$ cat config.mk
export PLATFORM = sky130hd
export DESIGN_NAME = adrv9001_tdd_sequencer_flat
export DESIGN_NICKNAME = d
export VERILOG_FILES = /design/src/rtl/adrv9001_tdd_sequencer_if.sv /design/src/rtl/adrv9001_tdd_sequencer.sv /design/src/flat_wrapper.sv
export SDC_FILE = /design/constraint.sdc
export NUM_CORES = 1
export LEC_CHECK = 0
export CORE_MARGIN = 2
export CORE_UTILIZATION = 60
export CTS_BUF_LIST = sky130_fd_sc_hd__clkbuf_4 sky130_fd_sc_hd__clkbuf_8 sky130_fd_sc_hd__clkbuf_16
export DETAILED_ROUTE_END_ITERATION = 16
export DONT_BUFFER_PORTS = 1
export PLACE_DENSITY = 0.76
export SYNTH_ARGS = -nofsm -noshare
export SYNTH_HDL_FRONTEND = slang
export SYNTH_SLANG_ARGS = --single-unit
$ cat constraint.sdc
create_clock -name s_axi_aclk -period 6.9 [get_ports s_axi_aclk]
set_input_delay 1.38 -clock s_axi_aclk [delete_from_list [all_inputs] [get_ports s_axi_aclk]]
set_output_delay 1.38 -clock s_axi_aclk [all_outputs]
set_load 0.05 [all_outputs]
$ cat src/rtl/adrv9001_tdd_sequencer_if.sv
// Control/status bundle between the register block and one TDD sequencer channel.
// The register block drives timing and commands; the sequencer returns pin and status state.
interface adrv9001_tdd_sequencer_if #(
    parameter int CNT_WIDTH    = 24,
    parameter int SETTLE_WIDTH = 16
);
    logic                    start;
    logic                    stop;
    logic                    abort;
    logic                    oneshot;
    logic [CNT_WIDTH-1:0]    frame_len;
    logic [CNT_WIDTH-1:0]    rx_on;
    logic [CNT_WIDTH-1:0]    rx_off;
    logic [CNT_WIDTH-1:0]    tx_on;
    logic [CNT_WIDTH-1:0]    tx_off;
    logic [SETTLE_WIDTH-1:0] settle;
    logic                    rx_en;
    logic                    tx_en;
    logic                    rx_rst;
    logic                    tx_rst;
    logic                    busy;
    logic                    frame_strobe;
    logic [15:0]             frame_count;
    logic                    cfg_err;

    modport master (
        output start, stop, abort, oneshot, frame_len, rx_on, rx_off, tx_on, tx_off, settle,
        input  rx_en, tx_en, rx_rst, tx_rst, busy, frame_strobe, frame_count, cfg_err
    );

    modport slave (
        input  start, stop, abort, oneshot, frame_len, rx_on, rx_off, tx_on, tx_off, settle,
        output rx_en, tx_en, rx_rst, tx_rst, busy, frame_strobe, frame_count, cfg_err
    );
endinterface

$ cat src/rtl/adrv9001_tdd_sequencer.sv
// Per-channel TDD frame sequencer: frame counter, RX/TX enable windows and
// settle-delayed datapath reset release, all in the register clock domain.
module adrv9001_tdd_sequencer #(
    parameter int CNT_WIDTH    = 24,
    parameter int SETTLE_WIDTH = 16
) (
    input  logic s_axi_aclk,
    input  logic s_axi_aresetn,
    adrv9001_tdd_sequencer_if.slave tdd
);

    typedef enum logic [1:0] {IDLE, RUN, DRAIN} state_t;

    typedef struct packed {
        logic                    oneshot;
        logic [SETTLE_WIDTH-1:0] settle;
        logic [CNT_WIDTH-1:0]    frame_len;
        logic [CNT_WIDTH-1:0]    rx_on;
        logic [CNT_WIDTH-1:0]    rx_off;
        logic [CNT_WIDTH-1:0]    tx_on;
        logic [CNT_WIDTH-1:0]    tx_off;
    } cfg_t;

    // Empty windows (on == off) never count as overlapping.
    function automatic logic cfg_ok(input cfg_t c);
        logic rx_nz;
        logic tx_nz;
        logic ovl;
        rx_nz = (c.rx_on != c.rx_off);
        tx_nz = (c.tx_on != c.tx_off);
        ovl   = rx_nz && tx_nz && (c.rx_on < c.tx_off) && (c.tx_on < c.rx_off);
        return (c.frame_len != '0) && (c.rx_on <= c.rx_off) && (c.tx_on <= c.tx_off) &&
               (c.rx_off <= c.frame_len) && (c.tx_off <= c.frame_len) && !ovl;
    endfunction

    state_t                  r_state;
    cfg_t                    r_cfg;
    logic [CNT_WIDTH-1:0]    r_cnt;
    logic                    r_fin;
    logic                    r_rx_en;
    logic                    r_tx_en;
    logic                    r_rx_rst;
    logic                    r_tx_rst;
    logic [SETTLE_WIDTH-1:0] r_rx_hi;
    logic [SETTLE_WIDTH-1:0] r_tx_hi;
    logic                    r_strobe;
    logic [15:0]             r_frame_count;
    logic                    r_cfg_err;

    cfg_t w_cfg_in;
    logic w_cfg_ok;
    logic w_last;
    logic w_active;
    logic w_finish;
    logic w_rx_en_nxt;
    logic w_tx_en_nxt;
    logic w_strobe_nxt;

    always_comb begin
        w_cfg_in           = '0;
        w_cfg_in.oneshot   = tdd.oneshot;
        w_cfg_in.settle    = tdd.settle;
        w_cfg_in.frame_len = tdd.frame_len;
        w_cfg_in.rx_on     = tdd.rx_on;
        w_cfg_in.rx_off    = tdd.rx_off;
        w_cfg_in.tx_on     = tdd.tx_on;
        w_cfg_in.tx_off    = tdd.tx_off;
    end

    assign w_cfg_ok = cfg_ok(w_cfg_in);
    assign w_last   = (r_cnt == r_cfg.frame_len - CNT_WIDTH'(1));
    // r_fin marks the strobe cycle after the final DRAIN frame: still busy, but no longer counting.
    assign w_active = (r_state == RUN) || ((r_state == DRAIN) && !r_fin);
    assign w_finish = w_active && w_last && ((r_state == DRAIN) || tdd.stop || r_cfg.oneshot);

    assign w_rx_en_nxt  = w_active && !tdd.abort && (r_cfg.rx_on <= r_cnt) && (r_cnt < r_cfg.rx_off);
    assign w_tx_en_nxt  = w_active && !tdd.abort && (r_cfg.tx_on <= r_cnt) && (r_cnt < r_cfg.tx_off);
    assign w_strobe_nxt = w_active && !tdd.abort && w_last;

    always_ff @(posedge s_axi_aclk or negedge s_axi_aresetn) begin
        if (!s_axi_aresetn) begin
            r_state       <= IDLE;
            r_cfg         <= '0;
            r_cnt         <= '0;
            r_fin         <= 1'b0;
            r_rx_en       <= 1'b0;
            r_tx_en       <= 1'b0;
            r_rx_rst      <= 1'b1;
            r_tx_rst      <= 1'b1;
            r_rx_hi       <= '0;
            r_tx_hi       <= '0;
            r_strobe      <= 1'b0;
            r_frame_count <= '0;
            r_cfg_err     <= 1'b0;
        end else begin
            r_rx_en  <= w_rx_en_nxt;
            r_tx_en  <= w_tx_en_nxt;
            r_strobe <= w_strobe_nxt;
            if (w_strobe_nxt)
                r_frame_count <= r_frame_count + 16'd1;

            // r_*_hi counts completed high cycles of the enable, saturating at settle.
            if (!w_rx_en_nxt)
                r_rx_rst <= 1'b1;
            else if (r_rx_en && (r_rx_hi >= r_cfg.settle))
                r_rx_rst <= 1'b0;
            if (!r_rx_en)
                r_rx_hi <= '0;
            else if (r_rx_hi < r_cfg.settle)
                r_rx_hi <= r_rx_hi + SETTLE_WIDTH'(1);

            if (!w_tx_en_nxt)
                r_tx_rst <= 1'b1;
            else if (r_tx_en && (r_tx_hi >= r_cfg.settle))
                r_tx_rst <= 1'b0;
            if (!r_tx_en)
                r_tx_hi <= '0;
            else if (r_tx_hi < r_cfg.settle)
                r_tx_hi <= r_tx_hi + SETTLE_WIDTH'(1);

            if (tdd.abort) begin
                r_state <= IDLE;
                r_cnt   <= '0;
                r_fin   <= 1'b0;
            end else begin
                case (r_state)
                    IDLE: begin
                        if (tdd.start && !tdd.stop) begin
                            if (w_cfg_ok) begin
                                r_state       <= RUN;
                                r_cfg         <= w_cfg_in;
                                r_cfg_err     <= 1'b0;
                                r_frame_count <= '0;
                                r_cnt         <= '0;
                            end else begin
                                r_cfg_err <= 1'b1;
                            end
                        end
                    end
                    RUN, DRAIN: begin
                        if (r_fin) begin
                            r_state <= IDLE;
                            r_fin   <= 1'b0;
                            r_cnt   <= '0;
                        end else begin
                            r_cnt <= w_last ? '0 : r_cnt + CNT_WIDTH'(1);
                            if (w_finish) begin
                                r_state <= DRAIN;
                                r_fin   <= 1'b1;
                            end else if (r_state == RUN) begin
                                if (tdd.stop || r_cfg.oneshot)
                                    r_state <= DRAIN;
                                // Frame boundary: adopt new timing only if it is consistent.
                                if (w_last) begin
                                    if (w_cfg_ok)
                                        r_cfg <= w_cfg_in;
                                    else
                                        r_cfg_err <= 1'b1;
                                end
                            end
                        end
                    end
                    default: r_state <= IDLE;
                endcase
            end
        end
    end

    assign tdd.rx_en        = r_rx_en;
    assign tdd.tx_en        = r_tx_en;
    assign tdd.rx_rst       = r_rx_rst;
    assign tdd.tx_rst       = r_tx_rst;
    assign tdd.busy         = (r_state != IDLE);
    assign tdd.frame_strobe = r_strobe;
    assign tdd.frame_count  = r_frame_count;
    assign tdd.cfg_err      = r_cfg_err;

endmodule
$ cat src/flat_wrapper.sv
// flat-port wrapper written by rule: the top's interface ports become plain ports
module adrv9001_tdd_sequencer_flat 
#(
    parameter int CNT_WIDTH    = 24,
    parameter int SETTLE_WIDTH = 16
)
  (s_axi_aclk, s_axi_aresetn, tdd_start, tdd_stop, tdd_abort, tdd_oneshot, tdd_frame_len, tdd_rx_on, tdd_rx_off, tdd_tx_on, tdd_tx_off, tdd_settle, tdd_rx_en, tdd_tx_en, tdd_rx_rst, tdd_tx_rst, tdd_busy, tdd_frame_strobe, tdd_frame_count, tdd_cfg_err);
  adrv9001_tdd_sequencer_if #(.CNT_WIDTH(CNT_WIDTH), .SETTLE_WIDTH(SETTLE_WIDTH)) tdd_i ();
  input  logic s_axi_aclk;
  input  logic s_axi_aresetn;
  input wire logic [$bits(tdd_i.start)-1:0] tdd_start;
  input wire logic [$bits(tdd_i.stop)-1:0] tdd_stop;
  input wire logic [$bits(tdd_i.abort)-1:0] tdd_abort;
  input wire logic [$bits(tdd_i.oneshot)-1:0] tdd_oneshot;
  input wire logic [$bits(tdd_i.frame_len)-1:0] tdd_frame_len;
  input wire logic [$bits(tdd_i.rx_on)-1:0] tdd_rx_on;
  input wire logic [$bits(tdd_i.rx_off)-1:0] tdd_rx_off;
  input wire logic [$bits(tdd_i.tx_on)-1:0] tdd_tx_on;
  input wire logic [$bits(tdd_i.tx_off)-1:0] tdd_tx_off;
  input wire logic [$bits(tdd_i.settle)-1:0] tdd_settle;
  output wire logic [$bits(tdd_i.rx_en)-1:0] tdd_rx_en;
  output wire logic [$bits(tdd_i.tx_en)-1:0] tdd_tx_en;
  output wire logic [$bits(tdd_i.rx_rst)-1:0] tdd_rx_rst;
  output wire logic [$bits(tdd_i.tx_rst)-1:0] tdd_tx_rst;
  output wire logic [$bits(tdd_i.busy)-1:0] tdd_busy;
  output wire logic [$bits(tdd_i.frame_strobe)-1:0] tdd_frame_strobe;
  output wire logic [$bits(tdd_i.frame_count)-1:0] tdd_frame_count;
  output wire logic [$bits(tdd_i.cfg_err)-1:0] tdd_cfg_err;
  assign tdd_i.start = tdd_start;
  assign tdd_i.stop = tdd_stop;
  assign tdd_i.abort = tdd_abort;
  assign tdd_i.oneshot = tdd_oneshot;
  assign tdd_i.frame_len = tdd_frame_len;
  assign tdd_i.rx_on = tdd_rx_on;
  assign tdd_i.rx_off = tdd_rx_off;
  assign tdd_i.tx_on = tdd_tx_on;
  assign tdd_i.tx_off = tdd_tx_off;
  assign tdd_i.settle = tdd_settle;
  assign tdd_rx_en = tdd_i.rx_en;
  assign tdd_tx_en = tdd_i.tx_en;
  assign tdd_rx_rst = tdd_i.rx_rst;
  assign tdd_tx_rst = tdd_i.tx_rst;
  assign tdd_busy = tdd_i.busy;
  assign tdd_frame_strobe = tdd_i.frame_strobe;
  assign tdd_frame_count = tdd_i.frame_count;
  assign tdd_cfg_err = tdd_i.cfg_err;
  adrv9001_tdd_sequencer #(.CNT_WIDTH(CNT_WIDTH), .SETTLE_WIDTH(SETTLE_WIDTH)) u_core (.s_axi_aclk(s_axi_aclk), .s_axi_aresetn(s_axi_aresetn), .tdd(tdd_i));
endmodule
==> summary.md <==
| Metric | Value |
|---|---|
| Post-DP HPWL | ~38000 um |
| Final #Nets | between 2000 and 2500 |
| Crit path to | u_core.r_cfg[131] |
| CP startpoint kind | input port |
| Die width | 170.8 um |
| Syn Nets | 2136 |
| Max Fclk | ~200 MHz |
| Slack of the worst reg-to-reg path | slightly above 2 ns |
| Area leader, netlist | dfrtp_1 |
| Number of flops mapped to enable cells by yosys | 0 |
| 1st-iter DRT viols | about 1300 |
| Kind of critical path | in2reg |
| Inserted Diodes | 0 |
| First-pass GRT wire length | between 70000 and 80000 um |
| Synth top area cells | dfrtp_1 32%, ha_1 21%, mux2_1 5.5% |
| CTS resizes | 0 |
| Row Count | 61 |
| Final Critical Period | ~5.1 ns |
| Worst R2R Path Depth | 10 |
| Status | complete, no violations |
| Initial core utilization | 0.6044 |
| Slew Limit Fails | 0 |
| HP Start | u_core.r_cfg[135] |
| Net Sw Frac | 0.3658 |
| Overall Power | 5.400 mW |
| Remaining Overflow, GRT | 0 |
| Crit. Startpoint | tdd_rx_off[13] |
| Required time worst endpoint | approximately 7.3 ns |
| Total internal power | 3.425 mW |
| Port Buffer Count | 0 |
| Crit Path Max Fanout | between 90 and 100 |
| Die ar. | 29180 sq um |
| RSZ-0062 raised after global routing | false |
| Global-route usage over all layers | 0.3372 |
| Clock transition at the registers of the reported paths | around 0.060 ns |
| LEAKAGE | between 8 and 9 nW |
| Switching power | approximately 2.0 mW |
| Height of the die | around 170 um |
| Core Box Area | 27630 sq um |
| Hold buffers post-CTS | 0 |
| Placed instance area | roughly 17000 sq um |
| Post-route ant nets | 0 |
| R2r endpoint | u_core.r_cfg[131] |
| Number of synthesis warnings | 0 |
| Area growth syn-to-layout | 7.485% |
| Critical Path AT | 5.51 ns |
| Number of global-route vias before repair | roughly 13000 |
| Final instance area | between 15000 and 20000 sq um |
| Post-Synthesis Cells | 1717 |
| Skew final | 0.03092 ns |
| Layout cells sized above 1 | 0.04391 |
| Async SR Flop Fraction | 1.000 |
| Cell with the most instances after synthesis | ha_1 |
| WL/cell | roughly 23 um |
| Worst Tran Pin Value | ~1.1 ns |
| Vias per cell | between 6 and 7 |
| PwrDens | roughly 300 nW/um^2 |
| Sequential fraction of the synthesis area | 0.3268 |
| Post-synth top area share | 0.3237 |
| TritonRoute pass-1 iters | 5 |
| Clk sinks | approximately 220 |
| Drt total wl | 49000 um |
| Final Util | 0.6497 |
| Final hold vios | 0 |
| Setup Buffers After CTS | 0 |
| CTS tree | built |
| Syn avg cell area | between 9 and 10 sq um |
| Logic pwr share | 0.366 |
| Peak VDD IR | about 210 uV |
| Yosys cell types | between 60 and 70 |
| Final worst path period share | 0.7339 |
| Final Setup Violations | 0 |
| Max-cap violations | 0 |
| Hold Crit Class | reg2reg |
| Final Wtd Congestion | just over 1 |
| Largest net degree at the start of global routing | approximately 220 |
| Seq pwr share | 0.370 |
| FF+latch count, synth | ~220 |
| Max clock buf depth | 3 |
| Via count | 13565 |
| Worst-Skew Late Latency | ~0.57 ns |
| Hold slack | 0.4869 ns |
| Htree depth | 1 |
| Clk network pwr share | 0.264 |
| I/O Pins | 165 |
| DRC viols | 0 |
| Slew HR | 0.2214 |
| Initial antenna violation count | 0 |
| CP endpoint kind | flop |
| Mapped Area | ~17000 sq um |
| Post-synth top cells | 277 x ha_1, 216 x dfrtp_1, 179 x inv_1 |
| CTS Buf Count | 26 |
| CTS Root Buffer Type | clkbuf_16 |
| Main flop type after synthesis | dfrtp_1 |
| Crit Reg-Reg Startpoint | u_core.r_cfg[107] |
| TNS Setup | 0 ns |
## area by class of cell
cell class | count | area (sq um)
well taps | 378 | 473.0
inverters | 179 | 671.9
fillers | 2264 | 9679
repair buffers | 7 | 65.06
clock inverters | 10 | 112.6
multi-input cells | 1279 | 10380
clock buffers | 38 | 790.8
flip-flops and latches | 218 | 5458
## power by group through the flow
stage / clock, mW / sequential, mW / combinational (mW)
final: 1.42 / 2.00 / 1.98
after global routing: 1.50 / 2.04 / 2.24
after CTS: 1.44 / 1.99 / 1.96
after detailed placement: 0 / 2.01 / 1.94
after global placement: 0 / 1.99 / 1.87
after floorplan: 0 / 1.88 / 1.53
## registers in the layout, indices dropped and copies added, names as in the netlist
signal                   flops
u_core.tdd.frame_strobe      1
u_core.tdd.frame_count      16
u_core.r_cnt                24
u_core.r_cfg               137
u_core.r_tx_hi              16
u_core.tdd.cfg_err           1
u_core.tdd.rx_en             1
u_core.tdd.tx_rst            1
u_core.tdd.rx_rst            1
u_core.r_fin                 1
u_core.r_rx_hi              16
u_core.r_state               2
u_core.tdd.tx_en             1
## metrics by stage
step	instances	worst slack (ns)
2_1_floorplan	1717	2.667
3_3_place_gp	2061	1.550
3_5_place_dp	2061	1.477
4_1_cts	2109	2.068
5_1_grt	2109	1.744
6_report	2109	1.836
## layer usage
layer,GRT usage,vias to the layer above,routed length (um)
met1,0.4444,6577,20700
li1,-,6314,-
met4,0.1260,0,2001
met5,0,-,0
met2,0.5312,553,21440
met3,0.09253,121,4853
## critical path, stage by stage
cell and delay, ns:
inv_1 0.08, ha_1 0.33, nand4_1 0.19, nor4_1 0.76, nand3_1 0.25, o31a_1 0.18, a311o_1 0.32, a21oi_1 0.32
nand3_1 0.25, nor4_4 0.41, buf_12 0.49, mux2_1 0.39
## how the worst min path moves through the flow
stage,end,slack (ns),cells after the start
floorplan,u_core.r_cfg[121],0.46,1
global placement,u_core.r_cfg[48],0.47,1
detailed placement,u_core.r_cfg[135],0.47,1
CTS,u_core.r_rx_hi[11],0.49,0
global route,u_core.r_rx_hi[11],0.48,0
finish,u_core.r_cfg[135],0.49,1
## cells in the final DEF (no fill, tap or decap), types with 11 or more instances in the layout
master     count
xor2_1        22
mux2i_1       59
or3_1         12
nor4_1        27
or4_1         16
nor3_1        31
nor2_1        91
dfrtp_1      216
inv_1        179
nand2b_1      15
mux2_1        81
a22oi_1       11
nand3_1       35
xnor2_1       31
a21oi_1       96
nand2_1       72
o21a_1        20
nor2b_1       24
ha_1         277
o31ai_1       18
o211ai_1      17
clkbuf_16     26
o21ai_0       44
nand4_1       73
a21o_1        71
o2bb2ai_1     19
## logic make-up (layout without fill, tap and decap cells)
| family | after synthesis | after routing | share of synthesized area |
|---|---|---|---|
| mux | 149 | 149 | 0.09605 |
| simple gates | 434 | 434 | 0.1394 |
| fa+ha+maj | 277 | 277 | 0.2075 |
| xor+xnor | 53 | 53 | 0.02780 |
| buf+inv | 220 | 234 | 0.05267 |
| flops | 218 | 218 | 0.3268 |
| compound gates | 366 | 366 | 0.1497 |
Power figures use the tool's default switching activity.
